<file path="src/rtl/univ_shift_reg.sv">
// Universal shift register: parallel load, shift, rotate, invert and clear, with a
// shift counter that pulses word_valid once per WIDTH counted serial shifts.
module univ_shift_reg #(
  parameter int          WIDTH     = 8,
  parameter logic [31:0] RESET_VAL = 32'h0
) (
  input  logic                       clk,
  input  logic                       clear_n,
  input  logic                       en,
  input  logic [2:0]                 mode,
  input  logic [WIDTH-1:0]           d,
  input  logic                       sin_l,
  input  logic                       sin_r,
  output logic [WIDTH-1:0]           q,
  output logic [WIDTH-1:0]           qbar,
  output logic                       sout_l,
  output logic                       sout_r,
  output logic [$clog2(WIDTH)-1:0]   cnt,
  output logic                       word_valid
);

  localparam int CW = $clog2(WIDTH);

  typedef enum logic [2:0] {
    MODE_HOLD   = 3'b000,
    MODE_LOAD   = 3'b001,
    MODE_SHL    = 3'b010,
    MODE_SHR    = 3'b011,
    MODE_ROTL   = 3'b100,
    MODE_ROTR   = 3'b101,
    MODE_INVERT = 3'b110,
    MODE_SCLR   = 3'b111
  } mode_e;

  logic [WIDTH-1:0] q_next;
  logic [CW-1:0]    cnt_next;
  logic             word_valid_next;
  logic             count_shift;

  always_comb begin
    // NOTE: every combinational output gets a default first so no path leaves it
    // unassigned; an unassigned path would infer a latch.
    q_next          = q;
    cnt_next        = cnt;
    word_valid_next = 1'b0;
    count_shift     = 1'b0;
    if (en) begin
      unique case (mode_e'(mode))
        MODE_HOLD:   q_next = q;
        MODE_LOAD: begin
          q_next   = d;
          cnt_next = '0;
        end
        MODE_SHL: begin
          q_next      = {q[WIDTH-2:0], sin_r};
          count_shift = 1'b1;
        end
        MODE_SHR: begin
          q_next      = {sin_l, q[WIDTH-1:1]};
          count_shift = 1'b1;
        end
        MODE_ROTL:   q_next = {q[WIDTH-2:0], q[WIDTH-1]};
        MODE_ROTR:   q_next = {q[0], q[WIDTH-1:1]};
        MODE_INVERT: q_next = ~q;
        MODE_SCLR: begin
          q_next   = '0;
          cnt_next = '0;
        end
        default:     q_next = q;
      endcase
    end

    // Both shift directions feed the same word; the WIDTH-th shift closes it.
    if (count_shift) begin
      if (cnt == CW'(WIDTH - 1)) begin
        cnt_next        = '0;
        word_valid_next = 1'b1;
      end else begin
        cnt_next = cnt + CW'(1);
      end
    end
  end

  always_ff @(posedge clk) begin
    // NOTE: state registers use non-blocking assignments so every flop samples
    // pre-edge values regardless of statement order.
    if (!clear_n) begin
      q          <= RESET_VAL[WIDTH-1:0];
      cnt        <= '0;
      word_valid <= 1'b0;
    end else begin
      q          <= q_next;
      cnt        <= cnt_next;
      word_valid <= word_valid_next;
    end
  end

  assign qbar   = ~q;
  assign sout_l = q[WIDTH-1];
  assign sout_r = q[0];

endmodule

</file>
<file path="config.mk">
export PLATFORM = sky130hd
export DESIGN_NAME = univ_shift_reg
export DESIGN_NICKNAME = d
export VERILOG_FILES = /design/src/rtl/univ_shift_reg.sv
export SDC_FILE = /design/constraint.sdc
export NUM_CORES = 1
export LEC_CHECK = 0
export CORE_AREA = 2 2 51 53
export CTS_CLUSTER_DIAMETER = 50
export DETAILED_ROUTE_END_ITERATION = 7
export DIE_AREA = 0 0 53 55
export PLACE_DENSITY = 0.69
export SLEW_MARGIN = 20
export SYNTH_ARGS = -nofsm -noshare
export SYNTH_HDL_FRONTEND = slang
export SYNTH_SLANG_ARGS = --single-unit
</file>
<file path="constraint.sdc">
create_clock -name clk -period 1.51 [get_ports clk]
set_clock_uncertainty 0.2 [all_clocks]
set_input_delay 0.2265 -clock clk [delete_from_list [all_inputs] [get_ports clk]]
set_output_delay 0.2265 -clock clk [all_outputs]
set_load 0.02 [all_outputs]
</file>
==> summary.txt, run 1 <==
Run status
  • Status: finished, final reports clean

Cells and area
  • N_diodes: 0
  • Share of cells above drive strength 1: 23.8%
  • Fin nets: between 150 and 200
  • Final instance area: 1320 um2
  • Syn-to-layout area delta: 60.2%

STA
  • Max Fclk: a little under 700 MHz
  • Worst-margin pin slew: roughly 0.35 ns
  • Slew margin rel.: between 70 and 80%
  • RSZ-0062 raised after global routing: no
  • Max-slew violations: 0
  • Final worst-path cycle share: a little over nine tenths
  • Final hold vios: 0
  • Post-layout min period: 1.44 ns
  • Final setup vio count: 0

Synth
  • Most frequent cell after synthesis: nor2_1
  • Ys flop type: dfxtp_1
  • Post-Syn Area: about 800 um2
  • Synth Instances: 96
  • Synth cell types: 30
  • Largest family of logic cells by synthesized area: compound AO/OA/AOI/OAI gates
  • Compound-Gate Fraction of Synth Area: a little under a third
  • Synthesized flop and latch total: 12
  • Syn avg cell area: ~8.6 um2
  • Post-synthesis mux area share: between 7 and 8%
  • Post-synth EDFFs: 0
  • Warnings, synthesis: 0
  • Register area share after synthesis: slightly below 30%
  • Synth Net Count: roughly 110
  • Synth async-reset ratio: 0%
  • Adder-Cell Fraction of Synth Area: between 3 and 4%
  • Post-Synth XOR/XNOR Area: 0%
  • Top cell type's share of synthesized area: just under 30%
  • Synth top area cells: dfxtp_1, o221ai_1, nor2_1, a22o_2, mux2i_1
  • Cell taking the most area after synthesis: dfxtp_1
  • Commonest cells post-synth: nor2_1, dfxtp_1, inv_1, o221ai_1
  • Simple-Gate Fraction of Synth Area: approximately a fifth

Floorplan
  • Row count: 18
  • Die ar.: just under 3000 um2
  • Ports: 38
  • Die Width: between 50 and 60 um
  • Die height: between 50 and 60 um
  • Initial Util: about a third
  • Core box area: approximately 2400 um2

Min path
  • Hold WC Path Type: input pin to register

Power and ir drop
  • LEAKAGE: approximately 0.00062 uW
  • Overall Power: about 930 uW
  • Power density over the cells: ~700 nW/um2
  • Max VDD drop: approximately 0.35 mV

Route
  • Detailed Route Iter0 Violations: 8
  • Drt pass-1 iters: 4
  • Drt via density: a little over 5
  • DRC: 0
  • Final antenna-violating net count: 0
  • Via count: just over 900
  • DR WL/cell: 13.2 um
  • Routed WL: roughly 2.3 mm

Clock network
  • CTS tree: yes
  • Later-pin clock latency in the skew report: 0.28 ns
  • Longest Clk Path Bufs: 2
  • Worst-path clk slew: ~0.090 ns
  • CTS Hold Bufs: 0
  • Root buf cell: clkbuf_4
  • CTS sink cnt: 12
  • CTS H-Tree Depth: 1
  • Cts bufs inserted: 3
  • Number of buffers added for setup after CTS: 0

Flow run
  • MaxCap Viol Count: 0

Worst setup path
  • Startpoint types: register
  • Critical Path RT: about 1.1 ns
  • Critical path capture point type: output pin
  • CP Class: register to output pin
  • Maximum fanout along the worst path: 3
  • WP data arrival: 1.01 ns

Global route
  • Total grt overflow: 0
  • Largest net degree at the start of global routing: 12
  • Initial antenna violation count: 0
  • GRT Overall Usage: 17.8%
  • First-pass GRT wire length: 3.79 mm
  • Vias in the first global route: around 850

Place
  • Placer Congestion: around 0.8
  • Hpwl dp: about 1.8 mm
  • Placed instance area: around 1300 um2
  • Port bufs: 37
[stage by stage]
step / hold WS (ns) / utilization (%) / setup WS, ns / TNS, ns / std cells
CTS: 0.278 / 55.8 / 0.0339 / 0 / 177
global placement: 0.302 / 55.1 / -0.419 / -4.38 / 172
floorplan: 0.149 / - / 0.0216 / 0 / 96
global route: 0.315 / 55.9 / 0.0107 / 0 / 177
finish: 0.283 / 55.9 / 0.0710 / 0 / 177
detailed placement: 0.314 / 55.1 / -0.428 / -4.58 / 172
[cell usage in the layout, fill, tap and decap left out, types with 2 or more instances in the layout]
cell type	count
a21oi_1	2
a22o_1	3
a22o_2	6
buf_4	18
clkbuf_4	3
clkdlybuf4s50_1	12
dfxtp_1	11
dlygate4sd2_1	24
ha_1	2
inv_1	8
mux2i_1	6
nand2_1	3
nand3_1	2
nand3b_1	2
nor2_1	18
o221ai_1	8
[flip-flops by register name (all words and copies together), names as in the netlist]
signal      count
q               8
cnt             3
word_valid      1
[critical path, cell delays in order (launching register included)]
cell,delay (ns)
dfxtp_1,0.36
inv_1,0.05
dlygate4sd2_1,0.32
[per-layer routing]
metal	part of all wire, %	vias up	track usage (%)
met5	0	-	0
met3	8.2	5	5.38
met2	46	40	29.8
met1	44	419	21.0
li1	-	451	-
met4	1.2	0	8.55
[final cells by class]
class	count	area [um2]
tap	30	37.5
fill	242	1040
inverter	8	30.0
timing repair buffer	55	475
sequential	12	241
clock buffer	4	36.3
multi-input combinational	68	500
[repair_timing]
| action | in CTS | in global routing |
|---|---|---|
| hold endpoints to repair | 0 | 0 |
| gates cloned | 1 | 0 |
| pin swaps | 2 | 0 |
| resized for setup | 27 | 2 |
| endpoints found under the setup margin | 33 | 2 |
[worst paths after layout]
check	start	to	slack (ns)	cells past startpoint
setup / recovery	q[1]$_SDFFE_PN0P_	qbar[1]	0.07	2
hold / removal	mode[0]	q[0]$_SDFFE_PN0P_	0.28	3
setup reg to reg	cnt[0]$_SDFFE_PN0P_	cnt[2]$_SDFFE_PN0P_	0.19	3
hold reg to reg	cnt[1]$_SDFFE_PN0P_	cnt[1]$_SDFFE_PN0P_	0.33	1
[logic make-up (layout without fill, tap and decap cells)]
kind of cell	after synthesis	after routing
AO/OA/AOI/OAI	27	27
adder cells (fa/ha/maj)	2	2
buffers and inverters	17	67
flip-flops	12	12
multiplexers	6	6
AND/OR/NAND/NOR	32	33
[power breakdown]
group,switching [uW],total (uW),internal [uW]
registers,13.0,347,334
logic,156,312,156
clock network,122,268,147
Power figures use the tool's default switching activity.
==> inputs of run 2 (changes only) <==
==> constraint.sdc (replaced) <==
create_clock -name clk -period 1.3 [get_ports clk]
set_clock_uncertainty 0.2 [all_clocks]
set_input_delay 0.195 -clock clk [delete_from_list [all_inputs] [get_ports clk]]
set_output_delay 0.195 -clock clk [all_outputs]
set_load 0.02 [all_outputs]
==> summary.txt, run 2 (same netlist as run 1, synthesis figures left out) <==
Power and ir drop
  • Power share of the clock group: 28.6% (-0.3 points)
  • Internal power: 747 uW (+17%)
  • LEAKAGE: 0.000632 uW (+1.2%)
  • Power density over the cells: 805 nW/um2 (+15%)
  • Switching power: 353 uW (+22%)
  • Reg power frac: 37.2% (-0.2 points)
  • Switching Share: 32.1% (+0.76 points)
  • Overall Power: 1100 uW (+19%)
  • Max VDD drop: 0.488 mV (+38%)
  • Comb pwr share: 34.2% (+0.5 points)

Clock network
  • CTS Hold Bufs: 0 (unchanged)
  • CTS sink cnt: 12 (unchanged)
  • Cts bufs inserted: 3 (unchanged)
  • Root buf cell: clkbuf_4
  • CTS H-Tree Depth: 1 (unchanged)
  • Later-pin clock latency in the skew report: 0.28 ns (about the same)
  • Worst-path clk slew: 0.08 ns (about the same)
  • CTS tree: yes
  • Longest Clk Path Bufs: 2 (unchanged)

STA
  • RSZ-0062 raised after global routing: yes
  • Hold slack: 0.0950 ns (-0.188 ns)
  • Slew margin rel.: 79.3% (+3.2 points)
  • Max Fclk: about 790 MHz
  • Post-layout min period: 1.27 ns
  • Final hold vios: 0 (unchanged)
  • Final setup vio count: 0 (unchanged)
  • Final worst-path cycle share: 97.5%
  • Worst-margin pin slew: 0.309 ns (-0.0457 ns)
  • Max-slew violations: 0 (unchanged)

Worst setup path
  • WP data arrival: 1.24 ns (+0.23 ns)
  • Critical Path RT: 1.28 ns (+0.20 ns)
  • CP Class: register to register
  • Maximum fanout along the worst path: 4 (+1)
  • Worst r2r src: q[7]$_SDFFE_PN0P_
  • Critical path capture point type: register
  • Worst Setup SP: q[7]$_SDFFE_PN0P_
  • Startpoint types: register

Route
  • Drt via density: 4.99 (-3.4%)
  • Routed WL: 2.44 mm (+4.4%)
  • Final antenna-violating net count: 0 (unchanged)
  • Via count: 924 (+0.98%)
  • DR WL/cell: 13.2 um (about the same)
  • Detailed Route Iter0 Violations: 21 (+13)
  • Drt pass-1 iters: 4 (unchanged)
  • DRC: 0 (unchanged)

Floorplan
  • Core box area: 2360 um2 (unchanged)
  • Die Width: 53 um (unchanged)
  • Initial Util: 34.9% (unchanged)
  • Ports: 38 (unchanged)
  • Row count: 18 (unchanged)
  • Die ar.: 2920 um2 (unchanged)
  • Die height: 55 um (unchanged)

Cells and area
  • Fin nets: 174 (+4.8%)
  • Syn-to-layout area delta: 65.7%
  • Max reg flops: 8 (unchanged)
  • Post-Layout Cell Count: 185 (+4.5%)
  • N_diodes: 0 (unchanged)
  • Reg area: 263 um2 (+8.8%)
  • # fillers: 226 (-6.6%)
  • Biggest register: q
  • Most common cell after layout, fill and taps aside: buf_2
  • Area occupied by multi-input gates: 542 um2 (+8.3%)
  • Top flop regs: q (8), cnt (3), word_valid (1)
  • Most frequent cells in the layout: buf_2, buf_4, nor2_1
  • Post-layout util: 57.8% (+1.9 points)
  • Share of cells above drive strength 1: 52.9% (+29 points)

Flow run
  • MaxCap Viol Count: 0 (unchanged)

Global route
  • Total grt overflow: 0 (unchanged)
  • Initial antenna violation count: 0 (unchanged)
  • First-pass GRT wire length: 3.97 mm (+4.9%)
  • Largest net degree at the start of global routing: 10 (-2)
  • GRT Overall Usage: 18.7% (+0.85 points)
  • Vias in the first global route: 890 (+4.3%)

Place
  • Placer Congestion: 0.774 (-3.3%)
  • Post-Place Cells: 178 (+3.5%)
  • Port bufs: 37 (unchanged)
  • Hpwl dp: 1.78 mm (+0.69%)

Run status
  • Status: finished, final reports clean

Min path
  • Min-delay src: mode[0]
  • Hold WC Path Type: input pin to register
==> run 2: final cells by class <==
cell class	instances	area share (%)
Timing Repair Buffer	64	33.5
Sequential cell	12	19.2
Multi-Input combinational cell	67	39.7
Inverter	8	2.20
Tap cell	30	2.75
Clock buffer	4	2.66
==> run 2: per-layer routing <==
layer,routed length [um],GRT usage (%),share of wire [%]
met5,0,0,0
met4,10,5.13,0.41
met3,181,4.57,7.4
met2,1200,35.0,49
met1,1050,21.1,43
==> run 2: critical path, stage by stage (launching register included) <==
cell      delay (ns)
dfxtp_2         0.34
buf_4           0.14
mux2i_1         0.12
o221ai_1        0.14
a22o_2          0.22
==> run 2: power by group through the flow <==
stage | Sequential [uW] | Clock, uW | Combinational, uW
after floorplan | 442 | 0 | 174
after global placement | 411 | 0 | 400
after detailed placement | 411 | 0 | 403
after CTS | 406 | 321 | 393
after global routing | 415 | 340 | 406
final | 409 | 315 | 377
==> run 2: path summary, 6_finish.rpt <==
kind / slack (ns) / cells after the start / endpoint
worst min-delay path: 0.09 / 3 / q[0]$_SDFFE_PN0P_
worst max register to register: 0.03 / 4 / q[6]$_SDFFE_PN0P_
worst max-delay path: 0.03 / 4 / q[6]$_SDFFE_PN0P_
worst min register to register: 0.30 / 1 / cnt[1]$_SDFFE_PN0P_
==> run 2: through the flow <==
step                setup slack (ns)  area (um2)  TNS [ns]
detailed placement            -0.586        1360     -7.69
global route                 -0.0142        1370   -0.0143
global placement              -0.570        1360     -7.29
finish                        0.0322        1370         0
floorplan                     -0.122         848    -0.896
CTS                         0.000465        1400         0
==> run 2: repair_timing <==
action                                  4_1_cts  5_1_grt
cloned                                        2        0
setup buffers                                 4        0
endpoints found under the setup margin       33       20
resized for setup                           101       20
pin swaps                                     5       13
